===== src/rtl/stopwatch_pkg.sv =====
// Shared types, digit limits and the BCD increment helper for the stopwatch controller.
package stopwatch_pkg;

  typedef enum logic [1:0] {
    IDLE  = 2'd0,
    RUN   = 2'd1,
    PAUSE = 2'd2,
    LAP   = 2'd3
  } sw_state_t;

  typedef logic [3:0] bcd_t;

  localparam bcd_t SEC_ONES_MAX = 4'd9;
  localparam bcd_t SEC_TENS_MAX = 4'd5;
  localparam bcd_t MIN_ONES_MAX = 4'd9;
  localparam bcd_t MIN_TENS_MAX = 4'd5;

  // Prescaler width covers TICKS_PER_SEC up to 1023.
  localparam int PRE_W = 10;

  function automatic bcd_t bcd_next(input bcd_t d, input bcd_t max, input logic inc);
    bcd_t r;
    if (!inc) begin
      r = d;
    end else if (d == max) begin
      r = 4'd0;
    end else begin
      r = d + 4'd1;
    end
    return r;
  endfunction

endpackage


===== src/rtl/stopwatch_ctrl_bcd_digit_counter.sv =====
// One BCD digit of the live count; wraps at MAX and reports a carry to the next digit.
module bcd_digit_counter
  import stopwatch_pkg::*;
#(
  parameter bcd_t MAX = SEC_ONES_MAX
) (
  input  logic clk_tmp1,
  input  logic rst_n,
  input  logic clr,
  input  logic inc,
  output bcd_t digit,
  output logic carry
);

  // Digit register: clear has priority over increment.
  always_ff @(posedge clk_tmp1 or negedge rst_n) begin
    if (!rst_n) begin
      digit <= 4'd0;
    end else if (clr) begin
      digit <= 4'd0;
    end else begin
      digit <= bcd_next(digit, MAX, inc);
    end
  end

  assign carry = inc && (digit == MAX);

endmodule


===== src/rtl/stopwatch_ctrl.sv =====
// MM:SS stopwatch controller: start/pause/lap/clear FSM, tick prescaler and BCD display mux.
// Define STOPWATCH_LAP_EN to build the LAP state, lap register and display mux.
module stopwatch_ctrl
  import stopwatch_pkg::*;
#(
  parameter int TICKS_PER_SEC = 1
) (
  input  logic       clk_tmp1,
  input  logic       rst_n,
  input  logic       tick,
  input  logic       start_stop,
  input  logic       lap_reset,
  output logic [3:0] disp_min_tens,
  output logic [3:0] disp_min_ones,
  output logic [3:0] disp_sec_tens,
  output logic [3:0] disp_sec_ones,
  output logic       running,
  output logic       lap_frozen,
  output logic       wrap
);

  localparam logic [PRE_W-1:0] PRE_LAST = PRE_W'(TICKS_PER_SEC - 1);

  sw_state_t        state_r, next_state_s;
  logic [PRE_W-1:0] pre_r;
  logic             count_en_s, sec_inc_s, clr_s;
  logic             running_r, wrap_r;
  bcd_t             so_s, st_s, mo_s, mt_s;
  logic             so_c_s, st_c_s, mo_c_s, mt_c_s;
  logic [15:0]      live_s, disp_s;

  // Counting is decided by the pre-edge state, so the start edge itself never counts.
  assign count_en_s = tick && ((state_r == RUN) || (state_r == LAP));
  assign sec_inc_s  = count_en_s && (pre_r == PRE_LAST);

  // Next-state decode; start_stop always outranks lap_reset.
  always_comb begin
    next_state_s = state_r;
    clr_s        = 1'b0;
    case (state_r)
      IDLE: begin
        if (start_stop) next_state_s = RUN;
        else            next_state_s = IDLE;
      end
      RUN: begin
        if (start_stop) next_state_s = PAUSE;
`ifdef STOPWATCH_LAP_EN
        else if (lap_reset) next_state_s = LAP;
`endif
        else next_state_s = RUN;
      end
      LAP: begin
        if (start_stop)     next_state_s = PAUSE;
        else if (lap_reset) next_state_s = RUN;
        else                next_state_s = LAP;
      end
      PAUSE: begin
        if (start_stop) begin
          next_state_s = RUN;
        end else if (lap_reset) begin
          next_state_s = IDLE;
          clr_s        = 1'b1;
        end else begin
          next_state_s = PAUSE;
        end
      end
      default: next_state_s = IDLE;
    endcase
  end

  // State and registered status flags.
  always_ff @(posedge clk_tmp1 or negedge rst_n) begin
    if (!rst_n) begin
      state_r   <= IDLE;
      running_r <= 1'b0;
      wrap_r    <= 1'b0;
    end else begin
      state_r   <= next_state_s;
      running_r <= (next_state_s == RUN) || (next_state_s == LAP);
      wrap_r    <= mt_c_s;
    end
  end

  // Prescaler: holds outside RUN/LAP so a partial second survives a pause.
  always_ff @(posedge clk_tmp1 or negedge rst_n) begin
    if (!rst_n) begin
      pre_r <= '0;
    end else if (clr_s || sec_inc_s) begin
      pre_r <= '0;
    end else if (count_en_s) begin
      pre_r <= pre_r + PRE_W'(1);
    end else begin
      pre_r <= pre_r;
    end
  end

  bcd_digit_counter #(.MAX(SEC_ONES_MAX)) u_sec_ones (
    .clk_tmp1(clk_tmp1), .rst_n(rst_n), .clr(clr_s), .inc(sec_inc_s), .digit(so_s), .carry(so_c_s)
  );
  bcd_digit_counter #(.MAX(SEC_TENS_MAX)) u_sec_tens (
    .clk_tmp1(clk_tmp1), .rst_n(rst_n), .clr(clr_s), .inc(so_c_s), .digit(st_s), .carry(st_c_s)
  );
  bcd_digit_counter #(.MAX(MIN_ONES_MAX)) u_min_ones (
    .clk_tmp1(clk_tmp1), .rst_n(rst_n), .clr(clr_s), .inc(st_c_s), .digit(mo_s), .carry(mo_c_s)
  );
  bcd_digit_counter #(.MAX(MIN_TENS_MAX)) u_min_tens (
    .clk_tmp1(clk_tmp1), .rst_n(rst_n), .clr(clr_s), .inc(mo_c_s), .digit(mt_s), .carry(mt_c_s)
  );

  assign live_s = {mt_s, mo_s, st_s, so_s};

`ifdef STOPWATCH_LAP_EN
  logic        lap_cap_s, lap_frozen_r;
  logic [15:0] lap_r, live_next_s;

  assign lap_cap_s   = (state_r == RUN) && lap_reset && !start_stop;
  // Capture sees the count as it will be after this edge, including a completing second.
  assign live_next_s = {bcd_next(mt_s, MIN_TENS_MAX, mo_c_s),
                        bcd_next(mo_s, MIN_ONES_MAX, st_c_s),
                        bcd_next(st_s, SEC_TENS_MAX, so_c_s),
                        bcd_next(so_s, SEC_ONES_MAX, sec_inc_s)};

  // Lap register and freeze flag.
  always_ff @(posedge clk_tmp1 or negedge rst_n) begin
    if (!rst_n) begin
      lap_r        <= 16'd0;
      lap_frozen_r <= 1'b0;
    end else begin
      lap_frozen_r <= (next_state_s == LAP);
      if (lap_cap_s) lap_r <= live_next_s;
      else           lap_r <= lap_r;
    end
  end

  // Display mux: frozen lap value only while in LAP.
  always_comb begin
    disp_s = live_s;
    if (state_r == LAP) disp_s = lap_r;
    else                disp_s = live_s;
  end

  assign lap_frozen = lap_frozen_r;
`else
  assign disp_s     = live_s;
  assign lap_frozen = 1'b0;
`endif

  assign {disp_min_tens, disp_min_ones, disp_sec_tens, disp_sec_ones} = disp_s;
  assign running = running_r;
  assign wrap    = wrap_r;

endmodule


===== config.mk =====
export PLATFORM = sky130hd
export DESIGN_NAME = stopwatch_ctrl
export DESIGN_NICKNAME = d
export VERILOG_FILES = /design/src/rtl/stopwatch_pkg.sv /design/src/rtl/stopwatch_ctrl_bcd_digit_counter.sv /design/src/rtl/stopwatch_ctrl.sv
export SDC_FILE = /design/constraint.sdc
export NUM_CORES = 1
export LEC_CHECK = 0
export CAP_MARGIN = 20
export CELL_PAD_IN_SITES_DETAIL_PLACEMENT = 1
export CELL_PAD_IN_SITES_GLOBAL_PLACEMENT = 2
export CORE_MARGIN = 3
export CORE_UTILIZATION = 33
export DETAILED_ROUTE_END_ITERATION = 10
export PLACE_DENSITY = 0.85
export SLEW_MARGIN = 10
export SYNTH_ARGS = -nofsm -noshare
export SYNTH_HDL_FRONTEND = slang
export SYNTH_SLANG_ARGS = --single-unit

===== constraint.sdc =====
create_clock -name clk_tmp1 -period 2.36 [get_ports clk_tmp1]
set_input_delay 0.472 -clock clk_tmp1 [delete_from_list [all_inputs] [get_ports clk_tmp1]]
set_output_delay 0.472 -clock clk_tmp1 [all_outputs]
set_load 0.02 [all_outputs]

==> metrics <==
f_max=457 MHz; Critical Path RT=2560 ps; # H-tree levels=2; met1 Use GR=18.5%; I/O pin cnt=24; total track usage=15.3%; CP Max Fanout=7; # port buffers=22; Hold Path Class=reg2reg; TritonCTS clock tree=done; TNS Setup=0 ps; layer with the highest usage=met2; Fin Clk Skew=3.18 ps; worst skew pair latency=280 ps; Hold-fix buffers, CTS=0; run status=completed; Die Wd=76.8 um; Die Ht=76.8 um; layout cells sized above 1=9.31%; vias in the first global route=1507; global-route wire length before repair=7310 um; Core ar.=0.00479 mm2; post-synthesis net count=188; vias post-DR=1419; area of the die=0.00590 mm2; Area Growth Syn to Fin=26.4%; DR DRC count=0; maximum vdd drop=0.372 mV; Pwr Density=722 mW/mm2; Cell variety after synth=36; CTS Buf Count=5; drt initial violations=47; Seq/Total Area, Yosys=45.4%; number of vias per cell=5.24; Post-CTS Setup Bufs=0; final net count=220; Setup CP Type=reg2reg; RSZ-0062 raised after global routing=false; Ant. Diodes=0; Period minus WS final=2190 ps; initial antenna violation count=0; Post-synth EDFFs=0; CTS clk-pin slew, worst paths=60 ps; Final WS setup=171 ps; Cells after Synth=173; Tcrit/Tclk final=92.7%; pre-CTS WS=50.7 ps; number of routed nets with antenna violations=0; Final Routed Wirelength=4240 um; crit start category=flip-flop; per-cell routed wire length=15.6 um; routability congestion estimate=0.785; leakage power=0.917 nW; post-synthesis area per instance=9.57 um2; gr ovfl total=0; synthesized area=0.00166 mm2; Final Hold Viols=0; initial core utilization=34.6%; met3 Use GR=3.99%; max-cap violations=0; final setup fails=0; met2 Resource Use GR=26.3%; Resize count post-CTS=0; placed wire-length estimate=3070 um; number of synthesized register bits=30; FP Rows=25; Crit. End Element=flip-flop; Clock Tree Buf Depth=2; Pre-Repair DR Iteration Count=4; CTS root buf=clkbuf_8; Post-synth ARST share=100%; Top FF cell, synth=dfrtp_1; Ys Warns=0; Slew Viols, Final=0; Clock Sinks=30; CP arrival=2390 ps; Tot Pwr=1.51 mW; largest net degree at the start of global routing=31
-- synth_stat cells (2+ instances only) --
cell type,number,area (um2)
a21oi_1,15,75.1
and3_1,2,12.5
and3b_1,4,35.0
and4_1,2,17.5
clkbuf_1,4,15.0
dfrtp_1,30,751
ha_1,10,125
inv_1,6,22.5
nand2_1,13,48.8
nand3_1,11,55.1
nand3b_1,3,22.5
nand4_1,5,31.3
nor2_1,11,41.3
nor3_1,2,10.0
nor4_1,2,12.5
o21ai_0,12,60.1
or3_1,6,37.5
or4_1,9,67.6
xor2_1,9,78.8
-- final timing paths --
check	to	depth (start not counted)	startpoint	slack (ps)
worst max-delay path	u_sec_tens.digit[1]$_DFFE_PN0P_	4	pre_r[7]$_DFFE_PN0P_	170
worst min-delay path	state_r[1]$_DFF_PN0_	1	state_r[1]$_DFF_PN0_	530
worst max register to register	u_sec_tens.digit[1]$_DFFE_PN0P_	4	pre_r[7]$_DFFE_PN0P_	170
worst min register to register	state_r[1]$_DFF_PN0_	1	state_r[1]$_DFF_PN0_	530
max in group asynchronous	pre_r[4]$_DFFE_PN0P_	2	rst_n	1460
min in group asynchronous	u_min_ones.digit[0]$_DFFE_PN0P_	2	rst_n	600
-- metal layers --
| metal | wire (um) | share of wire [%] |
|---|---|---|
| met5 | 0 | 0 |
| met4 | 38 | 0.90 |
| met3 | 122 | 2.9 |
| met2 | 2150 | 51 |
| met1 | 1920 | 45 |
-- layout by cell type (no fill, tap or decap) --
cell and n:
a22o_1 1, nand3b_1 3, o311ai_1 1, and3_1 2, conb_1 1, o31ai_1 1
nand2_1 13, and4_1 2, mux2i_1 1, nor3b_1 1, nor4_1 2, nor2_1 11
dfrtp_1 30, and2_1 1, nand3_1 11, buf_4 10, nor4bb_2 1, nor3_1 2
or4_4 1, o2111ai_1 1, or3_1 6, or4_1 9, and4b_1 1, xor2_1 9
and3b_1 4, nand4bb_1 1, a21oi_1 15, inv_1 6, and4_2 1, clkbuf_8 6
ha_1 10, nand4_1 5, clkdlybuf4s50_1 22, o21ai_0 12, a31oi_1 1
-- state kept, by name, indices dropped and copies added, names as in the netlist --
signal and cells:
pre_r 10, running 1, state_r 2, u_min_ones.digit 4, u_min_tens.digit 4, u_sec_ones.digit 4
u_sec_tens.digit 4, wrap 1
-- where the power goes --
group	switching [mW]	internal [mW]
Combinational	0.242	0.193
Sequential	0.0793	0.588
Clock	0.183	0.224
Total	0.505	1.01
-- cells by family after synthesis --
kind of cell | synth area share (%)
adders and majority gates | 7.56
and+or+nand+nor | 27.7
muxes | 0.605
buffers and inverters | 3.25
other | 0.227
DFF | 45.4
AOI/OAI and AO/OA | 10.6
xor gates and xnor gates | 4.76
-- per-stage QoR --
stage | cells | hold WS [ps] | util [%] | area (um2)
final | 271 | 527 | 43.7 | 2090
after detailed placement | 265 | 514 | 42.0 | 2010
after floorplan | 173 | 176 | - | 1660
after global placement | 265 | 495 | 42.0 | 2010
after global routing | 271 | 545 | 43.7 | 2090
after CTS | 271 | 532 | 43.7 | 2090
-- cell type report --
type	count	area [um2]
clock buffers	6	82.6
fillers	565	2690
inverters	6	22.5
multi-input cells	130	857
flip-flops and latches	30	751
well taps	67	83.8
repair buffers	32	295
-- critical path: stages (launching register included) --
cell	delay (ps)
dfrtp_1	430
or4_4	530
or4_1	640
or3_1	360
a21oi_1	150
Note: power is estimated with default switching activity, not from simulation.
